$ cat src/rtl/pc_gen_pkg.sv
// Shared types and constants for the program-counter generator.
// FSM state encoding, next-PC select codes and the target alignment check.
package pc_gen_pkg;

  typedef enum logic [1:0] {
    BOOT = 2'd0,
    RUN  = 2'd1,
    HALT = 2'd2
  } state_e;

  localparam int unsigned SEL_W = 3;

  localparam logic [SEL_W-1:0] SEL_HOLD  = SEL_W'(0);
  localparam logic [SEL_W-1:0] SEL_ADV   = SEL_W'(1);
  localparam logic [SEL_W-1:0] SEL_REDIR = SEL_W'(2);
  localparam logic [SEL_W-1:0] SEL_TRAP  = SEL_W'(3);
  localparam logic [SEL_W-1:0] SEL_RET   = SEL_W'(4);

  // Only INC of 2 or 4 is legal, so the two low address bits decide alignment.
  function automatic logic is_misaligned(input logic [1:0] lsb, input int unsigned inc);
    logic bad;
    if (inc == 32'd4) begin
      bad = (lsb != 2'b00);
    end else begin
      bad = lsb[0];
    end
    return bad;
  endfunction

endpackage

$ cat src/rtl/pc_gen_ras.sv
// Circular return-address stack for pc_gen; a push onto a full stack
// overwrites the oldest entry, a pop on an empty stack is ignored.
module pc_gen_ras
  import pc_gen_pkg::*;
#(
  parameter int unsigned XLEN  = 32,
  parameter int unsigned DEPTH = 4
) (
  input  logic            clk,
  input  logic            rst_n,
  input  logic            push_i,
  input  logic            pop_i,
  input  logic [XLEN-1:0] push_data_i,
  output logic [XLEN-1:0] top_c_o,
  output logic            empty_c_o
);

  localparam int unsigned PTR_W = (DEPTH > 1) ? $clog2(DEPTH) : 1;
  localparam int unsigned CNT_W = $clog2(DEPTH + 1);

  logic [XLEN-1:0]  mem_q [DEPTH];
  logic [PTR_W-1:0] ptr_q, ptr_d;
  logic [PTR_W-1:0] top_idx_c;
  logic [CNT_W-1:0] cnt_q, cnt_d;

  // ptr_q is the next write slot; the top of stack sits one slot below it.
  assign top_idx_c = (ptr_q == PTR_W'(0)) ? PTR_W'(DEPTH - 1) : ptr_q - PTR_W'(1);
  assign top_c_o   = mem_q[top_idx_c];
  assign empty_c_o = (cnt_q == CNT_W'(0));

  always_comb begin
    ptr_d = ptr_q;
    cnt_d = cnt_q;
    if (push_i) begin
      ptr_d = (ptr_q == PTR_W'(DEPTH - 1)) ? PTR_W'(0) : ptr_q + PTR_W'(1);
      if (cnt_q != CNT_W'(DEPTH)) begin
        cnt_d = cnt_q + CNT_W'(1);
      end
    end else if (pop_i && !empty_c_o) begin
      ptr_d = top_idx_c;
      cnt_d = cnt_q - CNT_W'(1);
    end
  end

  always_ff @(posedge clk or negedge rst_n) begin
    if (!rst_n) begin
      ptr_q <= PTR_W'(0);
      cnt_q <= CNT_W'(0);
    end else begin
      ptr_q <= ptr_d;
      cnt_q <= cnt_d;
    end
  end

  // Entry storage needs no reset: the count gates every read.
  always_ff @(posedge clk) begin
    if (push_i) begin
      mem_q[ptr_q] <= push_data_i;
    end
  end

endmodule

$ cat src/rtl/pc_gen.sv
// Program-counter generator with BOOT/RUN/HALT control and registered outputs.
// Optional return-address stack is built when PC_GEN_RAS_EN is defined.
module pc_gen
  import pc_gen_pkg::*;
#(
  parameter int unsigned     XLEN      = 32,
  parameter logic [XLEN-1:0] RESET_VEC = '0,
  parameter int unsigned     INC       = 4,
  parameter int unsigned     RAS_DEPTH = 4
) (
  input  logic            clk,
  input  logic            reset,
  input  logic            advance,
  input  logic            stall,
  input  logic            redir_en,
  input  logic [XLEN-1:0] redir_target,
  input  logic            trap_en,
  input  logic [XLEN-1:0] trap_vec,
  input  logic            halt,
  input  logic            call,
  input  logic            ret,
  output logic [XLEN-1:0] pc_reg,
  output logic            pc_valid,
  output logic            misalign_err
);

  state_e            state_q, state_d;
  logic [XLEN-1:0]   pc_q, pc_d;
  logic [XLEN-1:0]   pc_inc_c;
  logic              valid_q, valid_d;
  logic              err_q, err_d;
  logic [SEL_W-1:0]  sel_c;
  logic              trap_bad_c, redir_bad_c;
  logic              call_c, ret_c;
  logic              ras_push_c, ras_pop_c, ras_empty_c;
  logic [XLEN-1:0]   ras_top_c;

  assign pc_inc_c    = pc_q + XLEN'(INC);
  assign trap_bad_c  = is_misaligned(trap_vec[1:0], INC);
  assign redir_bad_c = is_misaligned(redir_target[1:0], INC);

`ifdef PC_GEN_RAS_EN
  assign call_c = call;
  assign ret_c  = ret;

  pc_gen_ras #(
    .XLEN  (XLEN),
    .DEPTH (RAS_DEPTH)
  ) u_ras (
    .clk         (clk),
    .rst_n       (reset),
    .push_i      (ras_push_c),
    .pop_i       (ras_pop_c),
    .push_data_i (pc_inc_c),
    .top_c_o     (ras_top_c),
    .empty_c_o   (ras_empty_c)
  );
`else
  localparam int unsigned UNUSED_RAS_DEPTH = RAS_DEPTH;

  logic unused_ras_c;

  assign call_c       = 1'b0;
  assign ret_c        = 1'b0;
  assign ras_top_c    = '0;
  assign ras_empty_c  = 1'b1;
  assign unused_ras_c = call ^ ret ^ ras_push_c ^ ras_pop_c;
`endif

  // Control: trap beats everything (even stall); stall only blocks redirect and advance.
  always_comb begin
    state_d    = state_q;
    sel_c      = SEL_HOLD;
    err_d      = 1'b0;
    ras_push_c = 1'b0;
    ras_pop_c  = 1'b0;
    case (state_q)
      BOOT: begin
        state_d = RUN;
      end
      RUN: begin
        if (trap_en) begin
          if (trap_bad_c) begin
            err_d = 1'b1;
          end else begin
            sel_c = SEL_TRAP;
          end
        end else if (halt) begin
          state_d = HALT;
        end else if (redir_en && !stall) begin
          if (redir_bad_c) begin
            err_d = 1'b1;
          end else begin
            sel_c      = SEL_REDIR;
            ras_push_c = call_c;
          end
        end else if (ret_c) begin
          if (ras_empty_c) begin
            err_d = 1'b1;
          end else begin
            sel_c     = SEL_RET;
            ras_pop_c = 1'b1;
          end
        end else if (advance && !stall) begin
          sel_c = SEL_ADV;
        end
      end
      HALT: begin
        if (trap_en) begin
          if (trap_bad_c) begin
            err_d = 1'b1;
          end else begin
            sel_c   = SEL_TRAP;
            state_d = RUN;
          end
        end
      end
      default: begin
        state_d = BOOT;
      end
    endcase
  end

  // Next-PC mux.
  always_comb begin
    pc_d = pc_q;
    case (sel_c)
      SEL_ADV:   pc_d = pc_inc_c;
      SEL_REDIR: pc_d = redir_target;
      SEL_TRAP:  pc_d = trap_vec;
      SEL_RET:   pc_d = ras_top_c;
      default:   pc_d = pc_q;
    endcase
  end

  assign valid_d = (state_d == RUN);

  always_ff @(posedge clk or negedge reset) begin
    if (!reset) begin
      state_q <= BOOT;
      pc_q    <= RESET_VEC;
      valid_q <= 1'b0;
      err_q   <= 1'b0;
    end else begin
      state_q <= state_d;
      pc_q    <= pc_d;
      valid_q <= valid_d;
      err_q   <= err_d;
    end
  end

  assign pc_reg       = pc_q;
  assign pc_valid     = valid_q;
  assign misalign_err = err_q;

endmodule
$ cat config.mk
export PLATFORM = sky130hd
export DESIGN_NAME = pc_gen
export DESIGN_NICKNAME = d
export VERILOG_FILES = /design/src/rtl/pc_gen_pkg.sv /design/src/rtl/pc_gen_ras.sv /design/src/rtl/pc_gen.sv
export SDC_FILE = /design/constraint.sdc
export NUM_CORES = 1
export LEC_CHECK = 0
export CAP_MARGIN = 15
export CORE_ASPECT_RATIO = 0.9
export CORE_MARGIN = 1.5
export CORE_UTILIZATION = 40
export CTS_CLUSTER_SIZE = 40
export DETAILED_ROUTE_END_ITERATION = 12
export MAX_ROUTING_LAYER = met4
export PLACE_DENSITY = 0.76
export SLEW_MARGIN = 10
export SYNTH_ARGS = -nofsm -noshare
export SYNTH_HDL_FRONTEND = slang
export SYNTH_HIERARCHICAL = 1
export SYNTH_SLANG_ARGS = --single-unit
$ cat constraint.sdc
create_clock -name clk -period 1.9 [get_ports clk]
set_input_delay 0.38 -clock clk [delete_from_list [all_inputs] [get_ports clk]]
set_output_delay 0.38 -clock clk [all_outputs]
set_load 0.02 [all_outputs]
# ---- Word-level counts from Yosys, hierarchy flattened
# Index checks and enable logic that the tools add are counted.
dict set report word_totals {
  register_bits 36
  in_bits 73
  wordCells 40
}
dict set report classes {
  n_addsub 1
  n_eq_ne 7
  n_mux 21
  reduce_logical 7
}
# op count
set op_table {}
lappend op_table {{$pmux W32 S4} 1}
lappend op_table {{$add A32 B3 Y32 const B} 1}
lappend op_table {{$mux W2} 6}
lappend op_table {{$mux W3} 4}
lappend op_table {{$mux W1} 7}
lappend op_table {{$eq A3 B2 Y1 const B} 2}
lappend op_table {{$pmux W2 S3} 1}
lappend op_table {{$pmux W3 S2} 1}
lappend op_table {{$eq A2 B1 Y1 const B} 2}
lappend op_table {{$reduce_bool A2 Y1} 2}
lappend op_table {{$reduce_bool A4 Y1} 1}
lappend op_table {{$eq A3 B1 Y1 const B} 1}
lappend op_table {{$eq A3 B3 Y1 const B} 1}
lappend op_table {{$eq A2 B2 Y1 const B} 1}
lappend op_table {{$logic_and A1 B1 Y1} 2}
lappend op_table {{$logic_not A2 Y1} 1}
lappend op_table {{$pmux W1 S2} 1}
lappend op_table {{$logic_not A1 Y1} 1}

# ---- Depth between registers and ports, before layout
dict set report depth {
  ltp_word 9
  depth_mapped 9
}

# ---- Worst setup path before layout
# Ideal clock, no wire load.
dict set report synth_timing {
  path_type {flip-flop to flip-flop}
  start {register state_q[0]}
  end {register pc_q[15], in the netlist pc_reg[15]}
  setup_time_ns 0.121
  arrival_time_ns 1.956
  path_slack_ns -0.177
  stages_incl_launch_ff 9
  period_less_slack_ns 2.077
  cell_sequence {dfrtp_1 > inv_1 > ha_1 > and2_1 > a31oi_2 > buf_2 > a2bb2oi_1 > nor2_1 > o22a_1}
}
dict set report synth_between {
  elab_chain_len 4
  elab_cells_between_ends 9
  classes_between {eq/ne: 6; mux: 2; reduce/logical: 1}
}
# item line_no
set synth_lines {}
lappend synth_lines {{start, declared} pc_gen.sv:27} ;# state_e state_q, state_d;
lappend synth_lines {{start signal, assigned} pc_gen.sv:145} ;# state_q <= state_d;
lappend synth_lines {{$eq A2 B2 Y1 or $eq A2 B1 Y1 (tied branches)} pc_gen.sv:77} ;# case (state_q)
lappend synth_lines {{$pmux W3 S2 *} pc_gen.sv:77}
lappend synth_lines {{$eq A3 B3 Y1 (tied with other cells)} pc_gen.sv:127} ;# case (sel_c)
lappend synth_lines {{$pmux W32 S4 or $reduce_bool A4 Y1 (tied branches)} --}
lappend synth_lines {{end signal, assigned} pc_gen.sv:146} ;# pc_q <= pc_d;
lappend synth_lines {{end, declared} pc_gen.sv:28} ;# logic [XLEN-1:0] pc_q, pc_d;
# Every way passes the cells marked *; elsewhere a longest branch is shown, timed or not.
# A chain may end at the register's enable or synchronous reset.

# ---- Final worst setup path
dict set report layout_timing {
  start {register state_q[0]}
  end {register pc_q[11], in the netlist pc_reg[11]}
}
# The elaborated chain is that of the path after synthesis.

==> impl_metrics.json <==
{
  "status": "finished with violations",
  "violations": "setup timing",
  "synth-main-ff-cell": "dfrtp_1",
  "drc": 0,
  "final_util": 0.737,
  "period_share": 1.01,
  "fmax_ghz": 0.521,
  "finalSetupViolCount": 5,
  "fin_ws_ns": -0.0194,
  "grt-busiest-layer": "met2",
  "comb_power_share": 0.623,
  "min_period_ns": 1.92,
  "worst_pin_slew_ns": 0.589,
  "postSynthCellCount": 318,
  "avgSynthCellArea_um2": 8.70,
  "postPlaceCellArea_um2": 4430,
  "die_x_um": 90.7,
  "timing_hold_violations_final": 0,
  "num-fill-cells": 471,
  "die_h_um": 81.9,
  "yosysTopAreaCell": "dfrtp_1",
  "cts_buffers": 5,
  "cts.sinks": 36,
  "startpoint_type": "flop",
  "htreeDepth": 2,
  "clk_pin_slew_ns": 0.08,
  "cp.arrival_ns": 2.14,
  "antenna_cells": 0,
  "p_per_area_nw_per_um2": 1050,
  "rsz0062_at_grt": "true",
  "io_pins": 107,
  "fin_cells": 589,
  "synthTopCellsByArea": "dfrtp_1 33%, a21oi_1 4.2%, a31oi_1 4.1%",
  "synth-seq-cells": 36,
  "largest_register_ffs": 32,
  "cts_root_buffer": "clkbuf_8",
  "syn_nets": 396,
  "drive_gt1_frac": 0.305,
  "worst_skew_pair.late_latency_ns": 0.30,
  "dr.pass1.iters": 7,
  "drv_slew": 0,
  "swShare": 0.438,
  "yosysSeqAreaShare": 0.326,
  "dp_hpwl_mm": 8.32,
  "io_buffers": 104,
  "gp_congestion": 0.937,
  "synth_edf_count": 0,
  "yosysWarnings": 6,
  "setup_tns_ns": -0.0632,
  "wl_per_cell_um": 19.4,
  "end_kind": "flop",
  "p_switching_mw": 2.25,
  "drv_cap": 0,
  "globalRoute.totalOverflow": 0,
  "ctsHoldBuffers": 0,
  "netlist_area_um2": 2770,
  "fin_skew_ns": 0.00689,
  "p_leak_nw": 1.95,
  "crit_fanout": 8,
  "place_inst": 569,
  "grt_pass1_wl_mm": 17.7,
  "syn_to_final_growth_pct": 76.4,
  "grt_max_degree": 20,
  "ys_types": 66,
  "grt_use_met1": 0.383,
  "viasPerCell": 6.19,
  "die_area_um2": 7420,
  "start_util": 0.418,
  "gr-usage-met2": 0.535,
  "cts_max_path_buffers": 2,
  "met3_usage": 0.0537,
  "critical_path_class": "reg2reg",
  "fin_area_um2": 4880,
  "dr.first_iter.drc_count": 370,
  "synth_common_cells": "36 x dfrtp_1, 23 x a21oi_1, 23 x nand2_1",
  "dp_slack_ns": -0.551,
  "hp-class": "in2async",
  "cts_tree": "done",
  "intPower_mw": 2.89,
  "critical_path_required_ns": 2.12,
  "ant_nets": 0,
  "peakVddDrop_mv": 0.517,
  "fin_nets": 576,
  "clockPowerShare": 0.115,
  "seqPwrFrac": 0.262,
  "slew_headroom": 0.604,
  "fp.coreArea_um2": 6620,
  "synth_top_area_share": 0.326,
  "antenna_found_initial": 0,
  "grt_pass1_vias": 3569,
  "num_vias": 3646,
  "yosysMostFrequentCell": "dfrtp_1",
  "rows": 28,
  "track_usage": 0.315,
  "async_flop_share": 1.00,
  "routed_wl_mm": 11.5
}
-- critical path: stages (launching register included) --
cell     delay (ns)
dfrtp_1        0.41
inv_2          0.09
ha_4           0.20
and2_4         0.15
a31oi_4        0.17
buf_6          0.19
nor2_4         0.06
buf_6          0.14
o32a_1         0.29
o22ai_1        0.14
-- metrics by stage --
step                total power [mW]  hold WS, ns
floorplan                       2.73       0.0844
global placement                4.12        0.376
detailed placement              4.18        0.376
CTS                             4.98       0.0644
global route                    5.43       0.0734
finish                          5.15       0.0592
-- cell families after synthesis --
kind of cell / Yosys count / synth area share
and+or+nand+nor: 107 / 0.222
AOI/OAI and AO/OA: 135 / 0.354
DFF: 36 / 0.326
muxes: 5 / 0.0185
adders and majority gates: 5 / 0.0226
buffers and inverters: 30 / 0.0574
-- cells in the final DEF (no fill, tap or decap), types with 3 or more instances in the layout --
cell and n:
buf_4 72, a21oi_1 19, nor3_1 7, o21ai_0 11, a21o_1 4, a21oi_2 3, mux2i_1 4, and3_1 5
dlygate4sd2_1 5, nand2_2 3, o2bb2ai_1 5, o21ai_2 3, a31o_2 3, inv_1 8, nor4_1 3, buf_6 13
clkdlybuf4s50_1 95, o21a_1 3, dfrtp_1 35, o21ai_1 5, nand3_1 10, and4_1 3, nor4_4 4, dlymetal6s2s_1 3
nor2_1 19, a31oi_1 16, nand4_1 7, clkbuf_8 6, and2_1 5, a22o_1 6, o211ai_1 3, a22oi_1 5
a32oi_1 9, nand2_1 20, o22a_1 8
-- power groups by stage --
stage,registers (mW),logic (mW),clock network [mW]
after global routing,1.38,3.41,0.632
after global placement,1.33,2.79,0
final,1.35,3.21,0.592
after floorplan,1.59,1.13,0
after CTS,1.33,3.06,0.588
after detailed placement,1.34,2.84,0
-- repair_timing --
item	CTS	global route
gates resized for setup	41	32
buffers inserted	7	4
pin swaps	16	17
gates cloned	2	0
setup endpoints to repair	30	30
-- area by class of cell --
type / instances / area (um^2) / share of cell area
clock buffer: 6 / 82.6 / 0.0169
clock inverter: 2 / 10.0 / 0.00205
inverter: 10 / 37.5 / 0.00769
multi-input combinational: 253 / 1970 / 0.403
sequential: 36 / 902 / 0.185
tap: 90 / 113 / 0.0231
timing repair buffer: 192 / 1770 / 0.362
-- worst paths after layout --
kind                       cells after the start  slack [ns]       start    endpoint
max reg2reg                                    9       -0.02  state_q[0]  pc_reg[11]
min reg2reg                                    1        0.50   pc_reg[0]   pc_reg[0]
min in group clk                               1        0.50   pc_reg[0]   pc_reg[0]
max                                            9       -0.02  state_q[0]  pc_reg[11]
min                                            1        0.06       reset  pc_reg[18]
max in group asynchronous                      2        1.29       reset   pc_reg[3]
-- per-layer routing --
layer | up-vias | wire (um) | share of wire
met1 | 1734 | 4710 | 0.41
met2 | 247 | 5480 | 0.48
met3 | 39 | 925 | 0.081
met4 | 0 | 335 | 0.029
li1 | 1626 | - | -
met5 | - | 0 | 0
Note: power is estimated with default switching activity, not from simulation.
